<file path="config.mk">
export PLATFORM = sky130hd
export DESIGN_NAME = pc_sequencer
export DESIGN_NICKNAME = d
export VERILOG_FILES = /design/src/rtl/pc_sequencer.sv
export SDC_FILE = /design/constraint.sdc
export NUM_CORES = 1
export LEC_CHECK = 0
export BUFFER_PORTS_ARGS = -buffer_cell sky130_fd_sc_hd__buf_2
export CORE_ASPECT_RATIO = 1.75
export CORE_MARGIN = 2
export CORE_UTILIZATION = 55
export DETAILED_ROUTE_END_ITERATION = 10
export PLACE_DENSITY = 0.9
export SKIP_CTS_REPAIR_TIMING = 1
export SYNTH_ARGS = -nofsm -noshare
export SYNTH_HDL_FRONTEND = slang
export SYNTH_SLANG_ARGS = --single-unit
</file>
<file path="constraint.sdc">
create_clock -name SEQ_clk -period 3.1 [get_ports SEQ_clk]
set_input_delay 0.31 -clock SEQ_clk [delete_from_list [all_inputs] [get_ports SEQ_clk]]
set_output_delay 0.31 -clock SEQ_clk [all_outputs]
set_load 0.02 [all_outputs]
</file>
<file path="src/rtl/pc_sequencer.sv">
// pc_sequencer: program-counter / instruction sequencing unit.
// Steps the PC in two modes: free-run, at one instruction per TICK_DIV clocks,
// and single-step from a push button. It issues a one-cycle commit strobe
// that qualifies register-file and data-memory writes. It also handles
// exception vectoring, with EPC capture and return, and loading the PC
// from the switches.
//
// Ports:
//   SEQ_clk, SEQ_rst           clock, async active-high reset
//   SEQ_run                    1 = free-run, 0 = single-step
//   SEQ_step, SEQ_load         raw async button/switch (synchronised inside)
//   SEQ_load_val               PC value applied on a load event
//   SEQ_branch/SEQ_br_target   taken branch and its target
//   SEQ_jump/SEQ_jmp_target    jump and its target
//   SEQ_exc                    exception flag, sampled on commit cycles only
//   SEQ_eret                   return-from-exception
//   PC_current                 current PC (drives IMEM)
//   SEQ_commit                 1-cycle retire strobe
//   SEQ_wr_en                  write enable for REG/DMEM (combinational)
//   EPC, EPC_valid             exception PC and its valid flag
//   SEQ_state                  00 HALT, 01 RUN, 10 EXC
//   SEQ_retired                retired-write counter (only with SEQ_TRACE_EN)
//
// Build option: define SEQ_TRACE_EN to add the SEQ_retired counter port.
module pc_sequencer #(
  parameter int unsigned     PC_W       = 8,
  parameter logic [PC_W-1:0] RESET_PC   = '0,
  parameter logic [PC_W-1:0] EXC_VECTOR = '1,
  parameter int unsigned     TICK_DIV   = 50_000_000
) (
  input  logic            SEQ_clk,
  input  logic            SEQ_rst,
  input  logic            SEQ_run,
  input  logic            SEQ_step,
  input  logic            SEQ_load,
  input  logic [PC_W-1:0] SEQ_load_val,
  input  logic            SEQ_branch,
  input  logic [PC_W-1:0] SEQ_br_target,
  input  logic            SEQ_jump,
  input  logic [PC_W-1:0] SEQ_jmp_target,
  input  logic            SEQ_exc,
  input  logic            SEQ_eret,
  output logic [PC_W-1:0] PC_current,
  output logic            SEQ_commit,
  output logic            SEQ_wr_en,
  output logic [PC_W-1:0] EPC,
  output logic            EPC_valid,
  output logic [1:0]      SEQ_state
`ifdef SEQ_TRACE_EN
  ,
  output logic [31:0]     SEQ_retired
`endif
);

  localparam int unsigned CNT_W    = (TICK_DIV > 2) ? $clog2(TICK_DIV) : 1;
  localparam int unsigned TICK_MAX = TICK_DIV - 1;

  typedef enum logic [1:0] {
    ST_HALT = 2'b00,
    ST_RUN  = 2'b01,
    ST_EXC  = 2'b10
  } state_e;

  state_e          state_q, state_d;
  logic [CNT_W-1:0] cnt_q, cnt_d;
  logic            commit_q, commit_d;
  logic [PC_W-1:0] pc_q, pc_d;
  logic [PC_W-1:0] epc_q, epc_d;
  logic            epc_valid_q, epc_valid_d;

  logic [1:0]      step_sync_q, load_sync_q;
  logic            step_prev_q, load_prev_q;
  logic            step_ev_q, load_ev_q;

  // Next-state, next-PC and commit generation.
  always_comb begin
    state_d     = state_q;
    cnt_d       = cnt_q;
    commit_d    = 1'b0;
    pc_d        = pc_q;
    epc_d       = epc_q;
    epc_valid_d = epc_valid_q;

    unique case (state_q)
      ST_HALT: begin
        commit_d = step_ev_q;
        if (SEQ_run) begin
          state_d = ST_RUN;
          cnt_d   = '0;
        end
      end
      ST_RUN: begin
        // The commit is issued on the cycle after the counter wraps.
        if (cnt_q == CNT_W'(TICK_MAX)) begin
          cnt_d    = '0;
          commit_d = 1'b1;
        end else begin
          cnt_d = cnt_q + CNT_W'(1);
        end
        if (!SEQ_run) begin
          state_d = ST_HALT;
          cnt_d   = '0;
        end
      end
      ST_EXC: begin
        cnt_d = '0;
        if (step_ev_q) state_d = ST_HALT;
      end
      default: state_d = ST_HALT;
    endcase

    // Retire the current instruction; priority is exc > eret > jump > branch > +1.
    if (commit_q) begin
      if (SEQ_exc) begin
        epc_d       = pc_q;
        epc_valid_d = 1'b1;
        pc_d        = EXC_VECTOR;
        state_d     = ST_EXC;
        cnt_d       = '0;
        commit_d    = 1'b0;
      end else if (SEQ_eret && epc_valid_q) begin
        pc_d        = epc_q + PC_W'(1);
        epc_valid_d = 1'b0;
      end else if (SEQ_jump) begin
        pc_d = SEQ_jmp_target;
      end else if (SEQ_branch) begin
        pc_d = SEQ_br_target;
      end else begin
        pc_d = pc_q + PC_W'(1);
      end
    end

    // A load overrides everything, including a coincident commit.
    if (load_ev_q) begin
      pc_d        = SEQ_load_val;
      epc_valid_d = 1'b0;
      state_d     = ST_HALT;
      cnt_d       = '0;
      commit_d    = 1'b0;
    end
  end

  // State, PC and synchroniser registers.
  always_ff @(posedge SEQ_clk or posedge SEQ_rst) begin
    if (SEQ_rst) begin
      state_q     <= ST_HALT;
      cnt_q       <= '0;
      commit_q    <= 1'b0;
      pc_q        <= RESET_PC;
      epc_q       <= '0;
      epc_valid_q <= 1'b0;
      step_sync_q <= '0;
      load_sync_q <= '0;
      step_prev_q <= 1'b0;
      load_prev_q <= 1'b0;
      step_ev_q   <= 1'b0;
      load_ev_q   <= 1'b0;
    end else begin
      state_q     <= state_d;
      cnt_q       <= cnt_d;
      commit_q    <= commit_d;
      pc_q        <= pc_d;
      epc_q       <= epc_d;
      epc_valid_q <= epc_valid_d;
      // Two-flop synchroniser, then a registered rising-edge pulse.
      step_sync_q <= {step_sync_q[0], SEQ_step};
      load_sync_q <= {load_sync_q[0], SEQ_load};
      step_prev_q <= step_sync_q[1];
      load_prev_q <= load_sync_q[1];
      step_ev_q   <= step_sync_q[1] & ~step_prev_q;
      load_ev_q   <= load_sync_q[1] & ~load_prev_q;
    end
  end

  assign PC_current = pc_q;
  assign SEQ_commit = commit_q;
  assign SEQ_wr_en  = commit_q & ~SEQ_exc & ~load_ev_q;
  assign EPC        = epc_q;
  assign EPC_valid  = epc_valid_q;
  assign SEQ_state  = state_q;

`ifdef SEQ_TRACE_EN
  logic [31:0] retired_q;

  // Count instructions that actually wrote back.
  always_ff @(posedge SEQ_clk or posedge SEQ_rst) begin
    if (SEQ_rst) retired_q <= '0;
    else if (SEQ_wr_en) retired_q <= retired_q + 32'd1;
  end

  assign SEQ_retired = retired_q;
`endif

endmodule

</file>
==> results of run 1 <==
==> cell families after synthesis <==
logic type,Yosys count
multiplexers,17
AO/OA/AOI/OAI,82
flip-flops,54
buffers and inverters,31
XOR/XNOR,10
AND/OR/NAND/NOR,151
adder cells (fa/ha/maj),3
==> metal layers <==
metal	vias to the layer above	GRT usage (%)	routed length [um]
li1	1368	-	-
met1	1434	30.9	2940
met2	166	44.8	4410
met3	40	5.35	580
met4	0	18.0	473
met5	-	0	0
==> path summary, 6_finish.rpt <==
| check | from | end | slack [ns] | depth (start not counted) |
|---|---|---|---|---|
| max in group asynchronous | SEQ_rst | cnt_q[9] | 2.13 | 2 |
| hold reg to reg | load_sync_q[0] | load_sync_q[1] | 0.36 | 0 |
| setup reg to reg | cnt_q[1] | cnt_q[11] | 0.94 | 7 |
| setup / recovery | cnt_q[1] | cnt_q[11] | 0.94 | 7 |
| min in group asynchronous | SEQ_rst | step_sync_q[0] | 0.28 | 2 |
| hold / removal | SEQ_step | step_sync_q[0] | 0.09 | 1 |
==> layout make-up <==
class                           instances  share of cell area, %
Inverter                               10                   1.06
Multi-Input combinational cell        263                   47.0
Clock buffer                            5                   1.94
Tap cell                               76                   2.68
Clock inverter                          3                   1.23
Sequential cell                        54                   38.0
Timing Repair Buffer                   56                   8.10
==> flip-flops by register name, indices dropped and copies added (netlist names) <==
| name | flops |
|---|---|
| load_sync_q | 2 |
| load_prev_q | 1 |
| SEQ_commit | 1 |
| step_prev_q | 1 |
| step_sync_q | 2 |
| EPC_valid | 1 |
| cnt_q | 26 |
| PC_current | 8 |
| EPC | 8 |
| step_ev_q | 1 |
| SEQ_state | 2 |
| load_ev_q | 1 |
==> cells in the mapped netlist (all sizes together), types with 3 or more instances <==
master	instances
inv	10
ha	3
a21oi	10
dfrtp	54
a22oi	3
and2	5
o21ai	14
nand4	7
mux2	9
nand2	40
a31oi	28
mux2i	8
buf	6
o31ai	4
a41oi	6
o22ai	4
xor2	5
nand3b	7
nor3	7
o211ai	3
and3	8
nand2b	4
nand3	28
xnor2	5
clkbuf	15
nor4	5
nor2	25
==> cell usage in the layout, fill, tap and decap left out, types with 3 or more instances in the layout <==
| master | instances |
|---|---|
| a21oi_1 | 8 |
| a22oi_1 | 3 |
| a31oi_1 | 28 |
| a41oi_1 | 6 |
| and2_1 | 5 |
| and3_1 | 8 |
| buf_2 | 53 |
| buf_4 | 3 |
| clkbuf_8 | 5 |
| dfrtp_1 | 54 |
| ha_1 | 3 |
| inv_1 | 9 |
| mux2_2 | 9 |
| mux2i_1 | 8 |
| nand2_1 | 40 |
| nand2b_1 | 4 |
| nand3_1 | 26 |
| nand3b_1 | 7 |
| nand4_1 | 6 |
| nor2_1 | 25 |
| nor3_1 | 6 |
| nor4_1 | 3 |
| o211ai_1 | 3 |
| o21ai_0 | 14 |
| o22ai_1 | 4 |
| o31ai_1 | 4 |
| xnor2_1 | 5 |
| xor2_1 | 5 |
==> report_power, final <==
part,leakage (nW),total (mW),internal [mW],switching [mW]
clock,0.0585,0.483,0.242,0.241
sequential,0.702,0.885,0.773,0.112
combinational,0.773,0.453,0.184,0.270
total,1.53,1.82,1.20,0.622
==> flow_summary.json, run 1 <==
{
  "vias_per_cell": 6.44,
  "area_growth_pct": 12.9,
  "synth-xor-area-share_pct": 2.78,
  "cp_max_fo": 39,
  "ys_warn_count": 0,
  "gp_congestion": 0.957,
  "cts_tree": "done",
  "dp_hpwl_mm": 5.99,
  "clock_latency_ns": 0.32,
  "hold_viol": 0,
  "die_w_um": 61.2,
  "hp-class": "in -> reg",
  "root_buffer": "clkbuf_8",
  "synth_top_area_share_pct": 43.0,
  "dpl.cell_count": 459,
  "portBuffers": 53,
  "drc": 0,
  "grt_use_total_pct": 27.5,
  "grt_max_degree": 55,
  "clock_path_buffers": 2,
  "core_area_um2": 5540,
  "synthSimpleGateAreaFrac_pct": 26.0,
  "std_cell_rows": 36,
  "synth_seq_cells": 54,
  "fin_tns_setup_ns": 0,
  "avgSynthCellArea_um2": 9.04,
  "power_mw": 1.82,
  "fin_cells": 467,
  "grt-ovfl-total": 0,
  "cp.arrival_ns": 2.35,
  "antenna-diode-count": 0,
  "die-area_um2": 6360,
  "ys_seq_area_share_pct": 43.0,
  "rsz0062_at_grt": "no",
  "relSlewSlack_pct": 24.9,
  "crit_chain": "ha_1 -> nand4_1 -> nor4_2 -> a21oi_2 -> buf_4 -> a41oi_1 -> o31ai_1",
  "critical_path.max_stage_delay_ns": 0.41,
  "clkSlewWorstSetupHoldPaths_ns": 0.10,
  "crit_path_start_kind": "register",
  "drv_cap": 0,
  "drtAntennaViolNets": 0,
  "crit_path_end_kind": "register",
  "place_ws_ns": 1.02,
  "synth_top_area_cell": "dfrtp_1",
  "p_per_area_nw_per_um2": 513,
  "crit_type": "reg -> reg",
  "skew_ns": 0.00800,
  "cp.required_ns": 3.29,
  "layout_setup_ws_ns": 0.942,
  "min_period_ns": 2.16,
  "ir_worst_vdd_v": 0.000302,
  "clock-sinks": 54,
  "synth_nets": 384,
  "synthCells": 348,
  "placed_cell_area_um2": 3440,
  "grt_pass1_vias": 2903,
  "timing_max_transition_violations_final": 0,
  "finalSetupViolations": 0,
  "ioPinCount": 54,
  "num-fill-cells": 453,
  "numCtsBuffers": 5,
  "multiInputGateArea_um2": 1670,
  "dr.pass1.iters": 5,
  "avgRoutedWirePerCell_um": 18.0,
  "tightest_slew_ns": 1.13,
  "p_leak_nw": 1.53,
  "outcome": "finished clean",
  "synth_enable_flop_cells": 0,
  "timing.hold.ws_ns": 0.0924,
  "antenna_found_initial": 0,
  "post-route-util_pct": 64.1,
  "netlist_area_um2": 3150,
  "htreeDepth": 2,
  "synth_fa_ha_area_share_pct": 1.19,
  "drt_iter0_markers": 321,
  "start_util_pct": 56.8,
  "design_area_um2": 3550,
  "synth_compound_area_share_pct": 17.0,
  "fp.dieH_um": 104,
  "final_nets": 426,
  "slowest_stage": "dfrtp_1",
  "grt_pass1_wl_mm": 13.4,
  "seqCellArea_um2": 1350,
  "synth_top_flop_cell": "dfrtp_1",
  "synth_top_family_by_area": "simple AND/OR/NAND/NOR gates",
  "fin_crit_sh_pct": 69.6,
  "fmax_mhz": 463,
  "yosys-top-cells-area": "dfrtp_1 43%, a31oi_1 5.6%, nand2_1 4.8%",
  "synth_mux_area_share_pct": 5.77,
  "async_reset_ff_share_pct": 100,
  "crit_family": "simple AND/OR/NAND/NOR gates",
  "vias": 3008,
  "layout-drive-gt1-share_pct": 21.7,
  "synth_cell_types": 51,
  "crit_buf_inv": 1,
  "routed_wl_mm": 8.40
}
Power figures use the tool's default switching activity.
==> run 2, diff against run 1 <==
Settings changed: ABC_AREA set to 1, PLACE_DENSITY 0.9 to 0.89.
Clock period 3.1 ns to 2.2 ns, I/O delays scaled along.
==> run 2 against run 1 <==
Against the previous run:
- sequential cell count stayed put
- the flow now finishes with violations (negative hold slack)
- clock skew is 0.0038 ns lower
- cell count is 47% higher
- utilization hardly changed
- count of clock-buffer cells in the layout stayed put
==> flow_summary.json, run 2 <==
{
  "synthCells": 552,
  "post-route-util_pct": 64.1,
  "startpoint": "cnt_q[0]",
  "crit_chain": "ha_1 -> nand2_1 -> nor2_4 -> nand2_2 -> nor2_4 -> nand3_2 -> nand2_2 -> nor2_1 -> nor2_1 -> nor2_1",
  "grt_pass1_vias": 4054,
  "dr.pass1.iters": 7,
  "fmax_mhz": 509,
  "top_register": "cnt_q",
  "yosys-top-cells-area": "dfrtp_1 37%, nand2_1 17%, nor2_1 8.9%",
  "synth_cell_types": 30,
  "htreeDepth": 2,
  "drt_iter0_markers": 282,
  "grt_pass1_wl_mm": 18.1,
  "p_leak_nw": 1.93,
  "timing.rr.end": "cnt_q[21]",
  "clkSlewWorstSetupHoldPaths_ns": 0.07,
  "fp.dieH_um": 111,
  "critical_path.max_stage_delay_ns": 0.50,
  "timing.hold.ws_ns": -0.0279,
  "cp.arrival_ns": 2.16,
  "vias": 3958,
  "die_w_um": 65.2,
  "switching_share_pct": 35.3,
  "mostFrequentLayoutCell": "nand2_1",
  "netlist_area_um2": 3610,
  "hold_viol": 24,
  "timing_max_transition_violations_final": 0,
  "p_per_area_nw_per_um2": 706,
  "avgSynthCellArea_um2": 6.54,
  "gp_congestion": 1.01,
  "synth_top_area_cell": "dfrtp_1",
  "grt-ovfl-total": 0,
  "ioPinCount": 54,
  "min_period_ns": 1.96,
  "antenna-diode-count": 0,
  "synthTopCellsByCount": "162 x nand2_1, 86 x nor2_1, 54 x dfrtp_1",
  "final_cell_mix": "162 x nand2_1, 86 x nor2_1, 54 x dfrtp_1",
  "routed_wl_mm": 10.9,
  "finalSetupViolations": 0,
  "clock-sinks": 54,
  "fin_crit_sh_pct": 89.3,
  "drv_cap": 0,
  "async_reset_ff_share_pct": 100,
  "hp-class": "in -> async",
  "crit_path_start_kind": "register",
  "power_switching_mw": 1.03,
  "drc": 0,
  "seqPwrFrac_pct": 43.5,
  "vias_per_cell": 5.76,
  "crit_path_end_kind": "register",
  "drtAntennaViolNets": 0,
  "crit_buf_inv": 0,
  "ir_worst_vdd_v": 0.000356,
  "synth_nets": 588,
  "r2r_start": "cnt_q[0]",
  "ys_seq_area_share_pct": 37.4,
  "relSlewSlack_pct": 41.9,
  "r2r_slack_ns": 0.24,
  "core_area_um2": 6440,
  "crit_family": "simple AND/OR/NAND/NOR gates",
  "critPathMostFrequentCell": "nor2_1",
  "outcome": "finished, violations left",
  "ys_warn_count": 0,
  "antenna_found_initial": 0,
  "layout-drive-gt1-share_pct": 16.7,
  "numCtsBuffers": 5,
  "cts_tree": "done",
  "std_cell_rows": 39,
  "synth_enable_flop_cells": 0,
  "rsz0062_at_grt": "no",
  "synth_top_flop_cell": "dfrtp_1",
  "skew_ns": 0.00415,
  "crit_type": "reg -> reg",
  "largest_reg_flops": 26,
  "grt_use_total_pct": 32.2,
  "synth_top_area_share_pct": 37.4,
  "synth_seq_cells": 54,
  "avgRoutedWirePerCell_um": 15.9,
  "dp_hpwl_mm": 8.52,
  "grt_max_degree": 27,
  "ff2ff_path_depth": 10,
  "fin_tns_setup_ns": 0,
  "die-area_um2": 7250,
  "clock_latency_ns": 0.30,
  "slowest_stage": "dfrtp_1",
  "tightest_slew_ns": 0.868,
  "area_growth_pct": 14.4,
  "power_frac_clock_pct": 31.9,
  "final_nets": 640,
  "cp.required_ns": 2.39,
  "clock_path_buffers": 2,
  "violations": "negative hold slack",
  "synth.most_common_cell": "nand2_1",
  "portBuffers": 53,
  "internal_power_mw": 1.88,
  "combPwrFrac_pct": 24.6,
  "start_util_pct": 56.0,
  "root_buffer": "clkbuf_16",
  "cp_max_fo": 7
}
[run 2: cell count changes in the layout (fill, tap and decap cells not counted), moves of 8 or more]
| cell | before | now |
|---|---|---|
| nand2_1 | 40 | 162 |
| nor2_1 | 25 | 86 |
| inv_1 | 9 | 43 |
| o21ai_0 | 14 | 48 |
| a21oi_1 | 8 | 38 |
| a31oi_1 | 28 | 4 |
| nor2_2 | 0 | 11 |
| inv_2 | 1 | 10 |
| and3_1 | 8 | 0 |
| mux2_2 | 9 | 1 |
| mux2i_1 | 8 | 0 |
[run 2: per-layer routing]
| metal | up-vias | routed length, um | track usage [%] |
|---|---|---|---|
| met5 | - | 0 | 0 |
| met3 | 70 | 615 | 3.86 |
| met2 | 199 | 5530 | 54.6 |
| met4 | 0 | 1140 | 31.3 |
| li1 | 1887 | - | - |
| met1 | 1802 | 3600 | 32.1 |
[run 2: power groups by stage]
| stage | sequential [mW] | combinational (mW) | clock [mW] |
|---|---|---|---|
| final | 1.27 | 0.715 | 0.929 |
| after global routing | 1.28 | 0.794 | 0.968 |
| after CTS | 1.26 | 0.713 | 0.940 |
| after detailed placement | 1.28 | 0.702 | 0 |
| after global placement | 1.27 | 0.683 | 0 |
| after floorplan | 1.34 | 0.368 | 0 |
[run 2: worst reg2reg max path: cells and delay by family (launching register included)]
family        cells  cell delay (ns)
simple gates      9             1.11
flops             1             0.50
fa+ha+maj         1             0.26
[run 2: how the worst max path moves through the flow]
stage	cells past startpoint	slack (ns)	to
after floorplan	10	0.61	cnt_q[13]
after global placement	10	0.29	cnt_q[25]
after detailed placement	10	0.24	cnt_q[21]
after CTS	10	0.23	cnt_q[21]
after global routing	10	0.12	cnt_q[18]
final	10	0.24	cnt_q[21]
[run 2: kinds of logic (layout without fill, tap and decap cells)]
logic type | Yosys count | in the layout | synth area share (%)
buffers and inverters | 68 | 121 | 7.28
adder cells (fa/ha/maj) | 3 | 3 | 1.04
multiplexers | 1 | 1 | 0.312
AND/OR/NAND/NOR | 320 | 320 | 37.9
flip-flops | 54 | 54 | 37.4
XOR/XNOR | 5 | 5 | 1.21
AO/OA/AOI/OAI | 101 | 101 | 14.8
[run 2: layout make-up]
cell class,instances,area (um^2)
Clock buffer,5,125
Timing Repair Buffer,57,295
Inverter,56,210
Multi-Input combinational cell,430,1990
Sequential cell,54,1350
Clock inverter,3,48.8
Tap cell,82,103
Fill cell,613,2310
[run 2: per-stage QoR]
stage	area, um^2	total power, mW	std cells	worst slack, ns	hold slack [ns]
2_1_floorplan	3610	1.71	552	0.612	0.251
3_3_place_gp	3950	1.96	679	0.289	0.302
3_5_place_dp	3950	1.98	679	0.238	0.313
4_1_cts	4130	2.91	687	0.227	-0.0112
5_1_grt	4130	3.04	687	0.121	0.0157
6_report	4130	2.91	687	0.235	-0.0279
==> run 3, diff against run 2 <==
Settings changed: BUFFER_PORTS_ARGS -buffer_cell sky130_fd_sc_hd__buf_2 to -buffer_cell sky130_fd_sc_hd__clkbuf_2, CTS_CLUSTER_DIAMETER set to 30, TNS_END_PERCENT set to 1.
==> run 3 against run 2 <==
Against the previous run:
- the flow now finishes without violations
- utilization hardly changed
- sequential share of layout area hardly changed
- clock power is 11% lower
- design area hardly changed
- critical endpoint is now cnt_q[17]
- cell count is 0.29% higher
- wire length is 4.0% lower
- via count is 1.4% lower
- total power is 3.6% lower
- register-to-register slack better by 0.06 ns
- critical path depth stayed put
==> flow_summary.json, run 3 (synthesis results as in run 2) <==
{
  "outcome": "finished clean",
  "rsz0062_at_grt": "no",
  "fp.dieH_um": 111,
  "p_leak_nw": 1.94,
  "fin_tns_setup_ns": 0,
  "tightest_slew_ns": 0.875,
  "hold-path-cell-count": 1,
  "clock_latency_ns": 0.30,
  "hold_viol": 0,
  "path_depth": 10,
  "vias_per_cell": 5.66,
  "fin_cells": 689,
  "skew_ns": 0.00675,
  "crit_type": "reg -> reg",
  "gp_congestion": 1.01,
  "drtAntennaViolNets": 0,
  "numCtsBuffers": 5,
  "drt_iter0_markers": 269,
  "crit_path_start_kind": "register",
  "top_register": "cnt_q",
  "layout-drive-gt1-share_pct": 16.8,
  "clkSlewWorstSetupHoldPaths_ns": 0.07,
  "start_util_pct": 56.0,
  "startpoint": "cnt_q[0]",
  "avgRoutedWirePerCell_um": 15.2,
  "crit_family": "simple AND/OR/NAND/NOR gates",
  "core_area_um2": 6440,
  "p_per_area_nw_per_um2": 680,
  "routed_wl_mm": 10.5,
  "cp_max_fo": 7,
  "fmax_mhz": 526,
  "final_nets": 642,
  "antenna_found_initial": 0,
  "largest_reg_flops": 26,
  "critical_path.max_stage_delay_ns": 0.48,
  "slowest_stage": "dfrtp_1",
  "dp_hpwl_mm": 8.24,
  "grt-ovfl-total": 0,
  "clock-sinks": 54,
  "die-area_um2": 7250,
  "grt_pass1_vias": 3594,
  "die_w_um": 65.2,
  "layout_setup_ws_ns": 0.299,
  "cp.arrival_ns": 2.08,
  "relSlewSlack_pct": 41.5,
  "power_mw": 2.81,
  "htreeDepth": 2,
  "drv_cap": 0,
  "std_cell_rows": 39,
  "fin_crit_sh_pct": 86.4,
  "num-fill-cells": 595,
  "grt_max_degree": 30,
  "ff2ff_path_depth": 10,
  "antenna-diode-count": 0,
  "dpl.cell_count": 680,
  "r2r_start": "cnt_q[0]",
  "post-route-util_pct": 64.1,
  "min_from": "SEQ_load",
  "finalSetupViolations": 0,
  "hp-class": "in -> reg",
  "design_area_um2": 4130,
  "timing.hold.ws_ns": 0.0292,
  "critPathMostFrequentCell": "nor2_1",
  "drc": 0,
  "root_buffer": "clkbuf_16",
  "grt_pass1_wl_mm": 16.7,
  "clock_path_buffers": 2,
  "portBuffers": 53,
  "dr.pass1.iters": 6,
  "crit_buf_inv": 0,
  "crit_path_end_kind": "register",
  "placed_cell_area_um2": 3960,
  "mostFrequentLayoutCell": "nand2_1",
  "vias": 3902,
  "timing_max_transition_violations_final": 0,
  "crit_chain": "ha_1 -> nand2_1 -> nor2_4 -> nand2_2 -> nor2_4 -> nand3_2 -> nand2_2 -> nor2_1 -> nor2_1 -> nor2_1",
  "final_cell_mix": "162 x nand2_1, 86 x nor2_1, 54 x dfrtp_1",
  "grt_use_total_pct": 30.0,
  "ioPinCount": 54,
  "cts_tree": "done",
  "area_growth_pct": 14.4,
  "ir_worst_vdd_v": 0.000429,
  "min_period_ns": 1.90,
  "cp.required_ns": 2.38,
  "place_ws_ns": 0.314
}
==> run 3: final timing paths <==
kind | to | slack [ns]
setup / recovery | cnt_q[17] | 0.30
hold / removal | load_sync_q[0] | 0.03
setup reg to reg | cnt_q[17] | 0.30
hold reg to reg | load_sync_q[1] | 0.35
max in group asynchronous | load_sync_q[0] | 1.25
min in group asynchronous | cnt_q[4] | 0.36
==> run 3: power breakdown <==
group / total [mW] / switching, mW / internal, mW
Clock: 0.828 / 0.370 / 0.458
Sequential: 1.26 / 0.154 / 1.10
Combinational: 0.723 / 0.481 / 0.242
==> run 3: metal layers <==
layer	vias to the layer above	share of wire (%)	track usage, %
met5	-	0	0
met1	1750	34	30.6
met2	203	53	54.9
met3	58	5.6	3.96
met4	0	7.2	19.2
li1	1891	-	-
==> run 3: cell type report <==
class / instances / area [um^2] / share of cell area (%)
well taps: 82 / 103 / 2.49
multi-input cells: 430 / 1990 / 48.3
clock inverters: 2 / 16.3 / 0.394
flip-flops and latches: 54 / 1350 / 32.7
repair buffers: 59 / 313 / 7.58
clock buffers: 6 / 139 / 3.37
inverters: 56 / 210 / 5.09
==> run 3: worst register-to-register path, cell delays in order (launching register included) <==
cell and delay (ns):
dfrtp_1 0.48, ha_1 0.25, nand2_1 0.12, nor2_4 0.19, nand2_2 0.12, nor2_4 0.12
nand3_2 0.13, nand2_2 0.18, nor2_1 0.07, nor2_1 0.09, nor2_1 0.05
